--- config.mk ---
export PLATFORM = sky130hd
export DESIGN_NAME = wb_write_queue
export DESIGN_NICKNAME = d
export VERILOG_FILES = /design/src/rtl/wb_write_queue.sv
export SDC_FILE = /design/constraint.sdc
export NUM_CORES = 1
export LEC_CHECK = 0
export ABC_CLOCK_PERIOD_IN_PS = 2400
export BUFFER_PORTS_ARGS = -buffer_cell sky130_fd_sc_hd__buf_2
export CAP_MARGIN = 0
export CORE_MARGIN = 5
export CORE_UTILIZATION = 30
export CTS_CLUSTER_DIAMETER = 30
export CTS_CLUSTER_SIZE = 24
export DETAILED_ROUTE_END_ITERATION = 7
export HOLD_SLACK_MARGIN = 0.05
export PLACE_DENSITY_LB_ADDON = 0.3
export SLEW_MARGIN = 0
export SYNTH_ARGS = -nofsm -noshare
export SYNTH_HDL_FRONTEND = slang
export SYNTH_SLANG_ARGS = --single-unit
--- constraint.sdc ---
create_clock -name clk -period 2.4 [get_ports clk]
set_input_delay 0.24 -clock clk [delete_from_list [all_inputs] [get_ports clk]]
set_output_delay 0.24 -clock clk [all_outputs]
set_load 0.01 [all_outputs]
--- src/rtl/wb_write_queue.sv ---
// wb_write_queue
//   In-order write-back queue in front of the register file's single write
//   port. Results are accepted over a valid/ready handshake, buffered in a
//   DEPTH-entry circular buffer and drained one per cycle onto regwr/rw/busw.
//   Writes to register 0 complete the handshake but are never stored.
//
//   Optional feature macro: WBQ_BYPASS_EN
//     defined   -> rs/rt lookup searches occupied entries; youngest match wins
//     undefined -> no search logic; rs_hit/rt_hit/rs_val/rt_val tied to 0
//
// Ports
//   clk, reset          clock (rising edge), asynchronous active-high reset
//   in_valid/in_ready   producer handshake; in_ready = !full
//   in_rd, in_data      destination index and value of the offered result
//   wr_hold             register-file write port unavailable; no drain
//   regwr, rw, busw     register-file write port, driven from the head entry
//   level               number of occupied entries
//   rs_q, rt_q          operand indices to look up
//   rs_hit/rs_val,
//   rt_hit/rt_val       lookup result (value of the youngest matching entry)
//
// Handshake: a transfer happens at a rising edge where in_valid && in_ready.
// in_ready depends only on the registered occupancy, never on in_valid, and
// the producer must hold its offer stable until it sees the transfer.

module wb_write_queue #(
  parameter int DEPTH = 4,
  parameter int DW    = 32,
  parameter int AW    = 5
) (
  input  logic                       clk,
  input  logic                       reset,
  input  logic                       in_valid,
  output logic                       in_ready,
  input  logic [AW-1:0]              in_rd,
  input  logic [DW-1:0]              in_data,
  input  logic                       wr_hold,
  output logic                       regwr,
  output logic [AW-1:0]              rw,
  output logic [DW-1:0]              busw,
  output logic [$clog2(DEPTH):0]     level,
  input  logic [AW-1:0]              rs_q,
  input  logic [AW-1:0]              rt_q,
  output logic                       rs_hit,
  output logic                       rt_hit,
  output logic [DW-1:0]              rs_val,
  output logic [DW-1:0]              rt_val
);

  localparam int PW = $clog2(DEPTH);
  localparam logic [PW:0] FULL_COUNT = (PW+1)'(DEPTH);

  // Pointers and count carry one extra bit so full and empty never alias.
  logic [PW:0]   wr_ptr;
  logic [PW:0]   rd_ptr;
  logic [PW:0]   count;

  logic [AW-1:0] rd_mem   [DEPTH];
  logic [DW-1:0] data_mem [DEPTH];

  logic full;
  logic empty;
  logic accept;
  logic push;
  logic pop;

  assign full     = (count == FULL_COUNT);
  assign empty    = (count == '0);
  assign in_ready = !full;
  assign accept   = in_valid && in_ready;
  // Register 0 is the hard-wired zero: accept the transfer, store nothing.
  assign push     = accept && (in_rd != '0);
  assign pop      = regwr;

  assign regwr = !empty && !wr_hold;
  assign rw    = empty ? '0 : rd_mem[rd_ptr[PW-1:0]];
  assign busw  = empty ? '0 : data_mem[rd_ptr[PW-1:0]];
  assign level = count;

  always_ff @(posedge clk or posedge reset) begin
    if (reset) begin
      wr_ptr <= '0;
      rd_ptr <= '0;
      count  <= '0;
    end else begin
      if (push) wr_ptr <= wr_ptr + 1'b1;
      if (pop)  rd_ptr <= rd_ptr + 1'b1;
      case ({push, pop})
        2'b10:   count <= count + 1'b1;
        2'b01:   count <= count - 1'b1;
        default: count <= count;
      endcase
    end
  end

  // Entry storage needs no reset: occupancy alone decides what is visible.
  always_ff @(posedge clk) begin
    if (push) begin
      rd_mem[wr_ptr[PW-1:0]]   <= in_rd;
      data_mem[wr_ptr[PW-1:0]] <= in_data;
    end
  end

`ifdef WBQ_BYPASS_EN
  logic [PW-1:0] rs_idx;
  logic [PW-1:0] rt_idx;

  // Walk from oldest (head) to youngest; a later match overrides an earlier
  // one, so the entry nearest the write pointer supplies the value.
  always_comb begin
    rs_hit = 1'b0;
    rt_hit = 1'b0;
    rs_val = '0;
    rt_val = '0;
    rs_idx = '0;
    rt_idx = '0;
    for (int i = 0; i < DEPTH; i++) begin
      rs_idx = rd_ptr[PW-1:0] + PW'(i);
      rt_idx = rd_ptr[PW-1:0] + PW'(i);
      if (((PW+1)'(i) < count) && (rs_q != '0) && (rd_mem[rs_idx] == rs_q)) begin
        rs_hit = 1'b1;
        rs_val = data_mem[rs_idx];
      end
      if (((PW+1)'(i) < count) && (rt_q != '0) && (rd_mem[rt_idx] == rt_q)) begin
        rt_hit = 1'b1;
        rt_val = data_mem[rt_idx];
      end
    end
  end

  logic ptr_msb_unused;
  assign ptr_msb_unused = wr_ptr[PW] ^ rd_ptr[PW];
`else
  assign rs_hit = 1'b0;
  assign rt_hit = 1'b0;
  assign rs_val = '0;
  assign rt_val = '0;

  logic lookup_unused;
  assign lookup_unused = (^rs_q) ^ (^rt_q) ^ wr_ptr[PW] ^ rd_ptr[PW];
`endif

endmodule

==> summary.md, run 1 <==
| Metric | Value |
|---|---|
| Top cells by area, synth | `edfxtp_1 68%, mux4_2 13%, buf_4 7.8%, nor2b_1 3.5%, dfrtp_1 2.7%` |
| PwrDens | `1210 mW/mm2` |
| IO Pins | `159` |
| Most frequent cell after synthesis | `edfxtp_1` |
| Final Setup Violations | `0` |
| DRC | `0` |
| Worst Slack Setup Final | `100.3 ps` |
| Hold Path Stages | `3` |
| Crit-path leading delay family | `buffers and inverters` |
| Cell type with the largest total area after synthesis | `edfxtp_1` |
| CTS root buffer | `clkbuf_16` |
| Reg power frac | `0.386` |
| Maximum clock frequency | `434.8 MHz` |
| DRT antenna net count | `0` |
| # diodes | `0` |
| RSZ-0062 raised after global routing | `no` |
| Routed WL per cell | `16.34 um` |
| Number of synthesized register bits | `between 150 and 200` |
| Worst EP required | `between 2000 and 3000 ps` |
| Lkg Pwr | `0.002986 uW` |
| Clock Tree Buf Depth | `2` |
| Final #Nets | `532` |
| Vias after detailed routing | `3187` |
| CTS Buf Count | `17` |
| Width of the die | `between 150 and 200 um` |
| 1st-iter DRT viols | `120` |
| Port Buffers | `between 80 and 90` |
| P_int | `6901 uW` |
| Worst-path clk slew | `roughly 60 ps` |
| Critical Path Max Stage Delay | `600 ps` |
| Syn Area/Cell | `19.17 um2` |
| Synthesis Warnings | `0` |
| VDD IR max | `0.8567 mV` |
| Die height | `~160 um` |
| Fin crit share | `0.9582` |
| Cell depth of the worst setup path | `10` |
| Sw power | `2947 uW` |
| Pre-CTS WS | `about 70 ps` |
| Status | `complete, no violations` |
| Final wirelength | `approximately 13000 um` |
| Layout cells sized above 1 | `0.3525` |
| Clock power frac | `0.285` |
| Row cnt | `54` |
| Cell area after synthesis | `0.006519 mm2` |
| Total gr overflow | `0` |
| H-tree depth | `4` |
| Die area | `between 0.02 and 0.025 mm2` |
| Worst-Skew Late Latency | `420 ps` |
| Clock Sinks | `approximately 160` |
| CP endpoint kind | `flip-flop` |
| Clk_skew | `11.04 ps` |
| Sum Neg Setup Slack | `0 ps` |
| WP buf/inv | `3` |
| Worst path cell trace | `dlygate4sd3_1 -> or4_4 -> o211a_4 -> inv_1 -> ha_2 -> inv_1 -> fa_2 -> xor2_1 -> nor2_1 -> xor2_1` |
| Hold Violations, Final | `0` |
| Sequential share of the synthesized area | `0.7086` |
| GRT Total Usage | `0.1043` |
| Ys async rst share | `0.04516` |
| Crit-path max FO | `5` |
| CP arrival | `2650 ps` |
| Setup crit start kind | `input port` |
| Global-route wire length before repair | `19010 um` |
| Number of flops mapped to enable cells by yosys | `148` |
| CTS tree | `yes` |
| Placeable Area | `0.02162 mm2` |
| Initial Util | `0.3015` |
| Synth unique cells | `24` |
| Logic pwr share | `0.329` |
| Initial antenna violation count | `0` |
| GP Congestion | `a little over 0.7` |
| HP Class | `in -> reg` |
| Crit-path slowest cell | `dlygate4sd3_1` |
| Final min period | `2300 ps` |
| Ys flop type | `edfxtp_1` |
| Post-Syn Instances | `340` |
| Largest net degree at the start of global routing | `39` |
| Sw Ratio | `0.2992` |
| Final HPWL DP | `roughly 7300 um` |
| Synth top cells by count | `148 x edfxtp_1, 68 x buf_4, 37 x mux4_2` |
| CP Class | `in -> reg` |
| Max Cap Viol | `0` |
| Pre-Repair DR Iteration Count | `6` |
| Vias in the first global route | `3408` |
| Synthesis-to-layout area growth | `24.84%` |
| Reg2reg path depth | `9` |
| Slew Limit Fails | `0` |
| Vias per inst | `4.150` |
| Share of the synthesized area in the top cell type | `0.6818` |
## kinds of logic (layout without fill, tap and decap cells)
logic type	after synthesis	in the layout	synth area share
flip-flops	155	155	0.7086
adder cells (fa/ha/maj)	6	6	0.01267
AO/OA/AOI/OAI	1	1	0.002688
other	1	66	0.0005753
multiplexers	39	39	0.1317
buffers and inverters	85	168	0.08925
AND/OR/NAND/NOR	47	47	0.04645
XOR/XNOR	6	6	0.008061
## repair_timing
item	4_1_cts	5_1_grt
hold buffers	38	0
resized for setup	0	4
hold endpoints to repair	153	0
endpoints found under the setup margin	0	22
buffers inserted	0	0
## worst min-delay path: stages
cell and delay, ps:
buf_2 100, nor3b_1 50, xor2_1 110
## cell usage in the layout (no fill, tap or decap), drive strengths merged
cell and n:
and2 4, and2b 1, buf 91, bufinv 4, clkbuf 18, clkinv 6
clkinvlp 2, conb 66, dfrtp 7, dlygate4sd3 38, edfxtp 148, fa 1
ha 5, inv 9, mux2 1, mux2i 1, mux4 37, nor2 2
nor2b 36, nor3 1, nor3b 1, o211a 1, or3b 1, or4 1
xnor2 2, xor2 4
## through the flow
| stage | hold slack [ps] | utilization | std cells | cell area (um2) | power (uW) |
|---|---|---|---|---|---|
| after global routing | 142.9 | 0.3764 | 768 | 8138 | 10410 |
| final | 123.5 | 0.3764 | 768 | 8138 | 9848 |
| after floorplan | 43.40 | - | 405 | 6763 | 5910 |
| after global placement | 178.8 | 0.3297 | 699 | 7128 | 7093 |
| after detailed placement | 192.7 | 0.3297 | 699 | 7128 | 7161 |
| after CTS | 102.1 | 0.3761 | 769 | 8132 | 10050 |
## power groups by stage
stage	logic [uW]	clock network (uW)	registers [uW]
after floorplan	2170	0	3740
after global placement	3270	0	3820
after detailed placement	3300	0	3860
after CTS	3360	2880	3810
after global routing	3560	3000	3850
final	3240	2810	3800
## worst paths after layout
kind | from | to | slack [ps]
setup / recovery | in_rd[2] | level[2]$_DFFE_PP0P_ | 100
hold / removal | wr_hold | rd_ptr[1]$_DFFE_PP0P_ | 120
setup reg to reg | level[0]$_DFFE_PP0P_ | level[2]$_DFFE_PP0P_ | 150
hold reg to reg | level[2]$_DFFE_PP0P_ | level[2]$_DFFE_PP0P_ | 540
max in group asynchronous | reset | rd_ptr[1]$_DFFE_PP0P_ | 1860
min in group asynchronous | reset | level[2]$_DFFE_PP0P_ | 290
## registers in the layout (all words and copies together) (netlist names)
register  flops
rd_ptr        2
wr_ptr        2
level         3
rd_mem       20
data_mem    128
## per-layer routing
| layer | vias to the layer above | GRT usage | routed length, um |
|---|---|---|---|
| met5 | - | 0 | 0 |
| met4 | 0 | 0.03605 | 150 |
| met3 | 11 | 0.03629 | 836 |
| met2 | 126 | 0.1740 | 6252 |
| met1 | 1619 | 0.1265 | 5311 |
| li1 | 1431 | - | - |
## cell type report
cell class / count / area (um2)
fillers: 2043 / 13480
flip-flops and latches: 155 / 4627
multi-input cells: 165 / 1572
repair buffers: 129 / 939.7
clock buffers: 18 / 429.2
well taps: 280 / 350.3
clock inverters: 14 / 193.9
inverters: 7 / 26.28
Power figures use the tool's default switching activity.
==> inputs of run 2 (changes only) <==
--- a/config.mk
+++ b/config.mk
@@ -6,7 +6,7 @@
 export NUM_CORES = 1
 export LEC_CHECK = 0
 export ABC_CLOCK_PERIOD_IN_PS = 2400
-export BUFFER_PORTS_ARGS = -buffer_cell sky130_fd_sc_hd__buf_2
+export BUFFER_PORTS_ARGS = -buffer_cell sky130_fd_sc_hd__buf_4
 export CAP_MARGIN = 0
 export CORE_MARGIN = 5
 export CORE_UTILIZATION = 30
==> summary.md, run 2 (synthesized netlist as in run 1, its figures left out) <==
| Metric | Value |
|---|---|
| Logic pwr share | `0.353` |
| # diodes | `0` |
| H-tree depth | `4` |
| Reg power frac | `0.379` |
| Vias per inst | `slightly above 4` |
| Worst path cell trace | `dlygate4sd3_1 -> or4_4 -> o211a_4 -> inv_1 -> ha_2 -> inv_1 -> fa_2 -> xor2_1 -> nor2_1 -> xor2_1` |
| Final min period | `2325 ps` |
| DRC | `0` |
| Commonest cells after routing, fill and taps aside | `148 x edfxtp_1, 85 x buf_4, 66 x conb_1` |
| Final Core Density | `0.3858` |
| HP Class | `in -> reg` |
| GRT Total Usage | `0.1007` |
| Crit. Startpoint | `in_rd[2]` |
| Slew Limit Fails | `0` |
| Largest register FFs | `about 130` |
| Hold Path Origin | `wr_hold` |
| Setup crit start kind | `input port` |
| Clk_skew | `11.12 ps` |
| Most common cell after layout, fill and taps aside | `edfxtp_1` |
| Maximum clock frequency | `430.0 MHz` |
| Sum Neg Setup Slack | `0 ps` |
| Sw power | `2903 uW` |
| PwrDens | `1207 mW/mm2` |
| Vias in the first global route | `3324` |
| Vias after detailed routing | `3186` |
| Multi-input gate area | `0.001572 mm2` |
| Global-route wire length before repair | `roughly 19000 um` |
| Width of the die | `157.4 um` |
| Worst-Skew Late Latency | `420 ps` |
| Hold WS | `118.3 ps` |
| CP arrival | `2670 ps` |
| Lkg Pwr | `0.003060 uW` |
| Crit-path slowest cell | `dlygate4sd3_1` |
| Initial Util | `0.3015` |
| Max Cap Viol | `0` |
| Final Setup Violations | `0` |
| Critical Path Max Stage Delay | `about 590 ps` |
| Final wirelength | `around 12000 um` |
| Synthesis-to-layout area growth | `27.97%` |
| Initial antenna violation count | `0` |
| Layout cells sized above 1 | `0.3497` |
| FF+latch area | `0.004627 mm2` |
| Placeable Area | `0.02162 mm2` |
| P_int | `7167 uW` |
| Reg-to-Reg Start | `level[2]$_DFFE_PP0P_` |
| Pre-Repair DR Iteration Count | `4` |
| Fillers | `between 2k and 2.5k` |
| IO Pins | `roughly 160` |
| GP Congestion | `0.7077` |
| Row cnt | `54` |
| Clock Sinks | `about 160` |
| Die area | `0.02478 mm2` |
| Final HPWL DP | `between 7000 and 8000 um` |
| DRT antenna net count | `0` |
| Sw Ratio | `0.2883` |
| Final #Nets | `533` |
| Clock power frac | `0.268` |
| Status | `complete, no violations` |
| Crit-path max FO | `5` |
| 1st-iter DRT viols | `148` |
| Worst-path clk slew | `60 ps` |
| CTS tree | `yes` |
| Die height | `157.4 um` |
| Total power draw | `10070 uW` |
| Port Buffers | `82` |
| CP Class | `in -> reg` |
| CTS Buf Count | `17` |
| CP endpoint kind | `flip-flop` |
| RSZ-0062 raised after global routing | `no` |
| VDD IR max | `0.6151 mV` |
| Routed WL per cell | `15.92 um` |
| Total gr overflow | `0` |
| Hold Violations, Final | `0` |
| Worst EP required | `approximately 2700 ps` |
| Largest net degree at the start of global routing | `39` |
| Clock Tree Buf Depth | `2` |
| Fin crit share | `0.9689` |
| CTS root buffer | `clkbuf_16` |
==> run 2: cell count changes in the layout (fill, tap and decap cells not counted), moves of 2 or more <==
cell      previous run  this run
buf_4                3        85
clkbuf_8             0         2
clkbuf_1             1         3
buf_2               81         0
==> run 2: final cells by class <==
class                           count  share of cell area
Multi-Input combinational cell    165              0.1884
Sequential cell                   155              0.5547
Clock buffer                       22             0.05565
Timing Repair Buffer              130              0.1392
Clock inverter                     10             0.01695
Inverter                            7            0.003150
Tap cell                          280             0.04200
==> run 2: what timing repair did <==
item                                    CTS  global route
resized for setup                         1             3
setup buffers                             0             2
hold endpoints to repair                155             0
cloned                                    0             0
pin swaps                                 0             3
endpoints found under the setup margin    8             1
hold buffers                             38             0
==> run 2: power by group through the flow <==
stage	logic, uW	clock network, uW	registers, uW
finish	3560	2700	3810
global route	3900	2910	3870
global placement	3600	0	3840
CTS	3680	2770	3830
detailed placement	3620	0	3880
floorplan	2170	0	3740
==> run 2: through the flow <==
stage                     setup WS (ps)  std cells  area, um2
after global placement            114.7        699       7346
after CTS                         15.48        769       8334
after floorplan                   159.1        405       6763
after detailed placement          108.9        699       7346
after global routing              4.696        769       8342
final                             74.53        769       8342
==> run 2: final timing paths <==
check	cells past startpoint	end	slack (ps)
setup / recovery	10	level[2]$_DFFE_PP0P_	70
hold / removal	3	rd_ptr[1]$_DFFE_PP0P_	120
setup reg to reg	9	level[2]$_DFFE_PP0P_	180
hold reg to reg	1	level[2]$_DFFE_PP0P_	560
max in group asynchronous	3	rd_ptr[1]$_DFFE_PP0P_	1850
min in group asynchronous	3	level[0]$_DFFE_PP0P_	310
==> run 2: worst max-delay path, delay by kind of cell <==
family                   cells  cell delay (ps)
XOR/XNOR                     2              290
adder cells (fa/ha/maj)      2              540
AO/OA/AOI/OAI                1              260
AND/OR/NAND/NOR              2              620
buffers and inverters        3              700
==> run 2: layer usage <==
metal	vias to the layer above	wire [um]	track usage
li1	1429	-	-
met1	1615	5288	0.1301
met2	124	5933	0.1630
met3	18	835	0.02640
met4	0	185	0.03933
met5	-	0	0
==> inputs of run 3 (changes only) <==
--- a/config.mk
+++ b/config.mk
@@ -13,6 +13,7 @@
 export CTS_CLUSTER_DIAMETER = 30
 export CTS_CLUSTER_SIZE = 24
 export DETAILED_ROUTE_END_ITERATION = 7
+export GPL_TIMING_DRIVEN = 0
 export HOLD_SLACK_MARGIN = 0.05
 export PLACE_DENSITY_LB_ADDON = 0.3
 export SLEW_MARGIN = 0
==> constraint.sdc (replaced) <==
create_clock -name clk -period 2.4 [get_ports clk]
set_input_delay 0.24 -clock clk [delete_from_list [all_inputs] [get_ports clk]]
set_output_delay 0.24 -clock clk [all_outputs]
set_load 0.05 [all_outputs]
==> summary.md, run 3 (synthesized netlist as in run 1, its figures left out) <==
| Metric | Value |
|---|---|
| CP arrival | `2680 ps` |
| Reg-to-Reg Start | `level[2]$_DFFE_PP0P_` |
| 1st-iter DRT viols | `114` |
| Max Cap Viol | `0` |
| Die height | `157.4 um` |
| CTS root buffer | `clkbuf_16` |
| Crit-path slowest cell | `dlygate4sd3_1` |
| H-tree depth | `4` |
| Fillers | `between 1.5k and 2k` |
| Port Buffers | `82` |
| RSZ-0062 raised after global routing | `yes` |
| Row cnt | `54` |
| Worst EP required | `2740 ps` |
| Fin crit share | `0.9748` |
| Reg2reg end | `data_mem[3][10]$_DFFE_PP_` |
| # diodes | `0` |
| Crit-path leading delay family | `buffers and inverters` |
| Largest net degree at the start of global routing | `38` |
| Initial Util | `0.3015` |
| Largest register FFs | `128` |
| Width of the die | `157.4 um` |
| CTS tree | `yes` |
| Clock Sinks | `about 160` |
| GP Congestion | `0.6817` |
| Final HPWL DP | `8003 um` |
| Final min period | `around 2300 ps` |
| Layout cells sized above 1 | `0.4365` |
| Vias after detailed routing | `3332` |
| Status | `complete, no violations` |
| Hold Path Origin | `wr_hold` |
| Crit. Startpoint | `in_rd[4]` |
| Clock Tree Buf Depth | `2` |
| Crit-path max FO | `5` |
| Initial antenna violation count | `0` |
| WHS Endpoint | `rd_ptr[0]$_DFFE_PP0P_` |
| Setup crit start kind | `input port` |
| GRT Total Usage | `0.1047` |
| Vias per inst | `3.971` |
| Global-route wire length before repair | `between 15000 and 20000 um` |
| Final #Nets | `603` |
| Worst path cell trace | `dlygate4sd3_1 -> buf_6 -> or4_4 -> o211a_4 -> inv_1 -> ha_2 -> inv_1 -> fa_2 -> xor2_1 -> nor2_1 -> xor2_1` |
| Total gr overflow | `0` |
| Fin cells | `839` |
| Worst-Skew Late Latency | `410 ps` |
| Lkg Pwr | `0.003419 uW` |
| Final Setup Violations | `0` |
| Critical Path Max Stage Delay | `~560 ps` |
| CP Class | `in -> reg` |
| Final Core Density | `0.4083` |
| Die area | `between 0.02 and 0.025 mm2` |
| Slew Limit Fails | `0` |
| Inst Count DP | `767` |
| Tightest Pin Transition | `1119 ps` |
| Worst-path clk slew | `60 ps` |
| Vias in the first global route | `3443` |
| WP buf/inv | `4` |
| Slew HR | `0.2540` |
| Hold Path Stages | `3` |
| PwrDens | `1364 mW/mm2` |
| Routed WL per cell | `15.11 um` |
| Reg2reg path depth | `4` |
| Hold Violations, Final | `0` |
| Commonest cells after routing, fill and taps aside | `152 x buf_4, 148 x edfxtp_1, 66 x conb_1` |
| Most common cell after layout, fill and taps aside | `buf_4` |
| Clk_skew | `around 7.7 ps` |
| Synthesis-to-layout area growth | `35.41%` |
| VDD IR max | `0.8795 mV` |
| Total power draw | `~12000 uW` |
| CP endpoint kind | `flip-flop` |
| CTS Buf Count | `17` |
| DRT antenna net count | `0` |
| HP Class | `in -> reg` |
| Placeable Area | `~0.022 mm2` |
| Maximum clock frequency | `around 430 MHz` |
| Hold WS | `143.4 ps` |
| Final wirelength | `12680 um` |
| Sum Neg Setup Slack | `0 ps` |
| Pre-Repair DR Iteration Count | `4` |
| R2R Setup Slk | `130 ps` |
| IO Pins | `around 160` |
| DRC | `0` |
run 3: cell count changes in the layout (fill, tap and decap cells not counted), sizes merged:
| cell | before | now |
|---|---|---|
| dlygate4sd3 | 37 | 38 |
| dlymetal6s4s | 1 | 0 |
| clkbuf | 22 | 23 |
| buf | 92 | 156 |
| clkinvlp | 2 | 1 |
| inv | 8 | 14 |
run 3: worst reg2reg max path, cell delays in order (launching register included):
cell	delay [ps]
dfrtp_2	440
or3b_4	250
o211a_4	160
buf_4	120
and2_2	890
run 3: what timing repair did:
action	in CTS	in global routing
hold buffers	38	0
pin swaps	0	3
resized for setup	15	9
setup buffers	0	2
setup endpoints to repair	32	11
endpoints found under the hold margin	155	0
run 3: final cells by class:
type,count,area (um2),share of cell area
plain buffers,78,610.6,0.06917
clock buffers,17,425.4,0.04819
clock inverters,15,187.7,0.02126
inverters,7,26.28,0.002977
multi-input cells,165,1588,0.1799
flip-flops and latches,155,4624,0.5239
well taps,280,350.3,0.03969
repair buffers,122,1015,0.1150
run 3: per-stage QoR:
step / worst slack (ps) / instance area, um2
6_report: 60.52 / 8827
5_1_grt: -12.43 / 8827
4_1_cts: 5.216 / 8786
3_5_place_dp: -171.8 / 7742
3_3_place_gp: -179.6 / 7742
2_1_floorplan: 58.43 / 6777
run 3: how the worst max path moves through the flow:
stage               depth (start not counted)              endpoint
floorplan                                   9  level[2]$_DFFE_PP0P_
global placement                            5              busw[27]
detailed placement                          5              busw[27]
CTS                                         4              busw[13]
global route                               11  level[2]$_DFFE_PP0P_
finish                                     11  level[2]$_DFFE_PP0P_
run 3: power by group:
| group | leakage [uW] | total (uW) | internal (uW) | switching (uW) |
|---|---|---|---|---|
| clock | 0.000299 | 2750 | 1660 | 1090 |
| combinational | 0.00169 | 5530 | 1980 | 3550 |
| sequential | 0.00143 | 3760 | 3590 | 165 |
run 3: metal layers:
metal,wire [um],vias up,global-route usage
met3,1019,14,0.02859
met5,0,-,0
li1,-,1578,-
met2,6380,129,0.1805
met4,150,0,0.04056
met1,5129,1611,0.1250
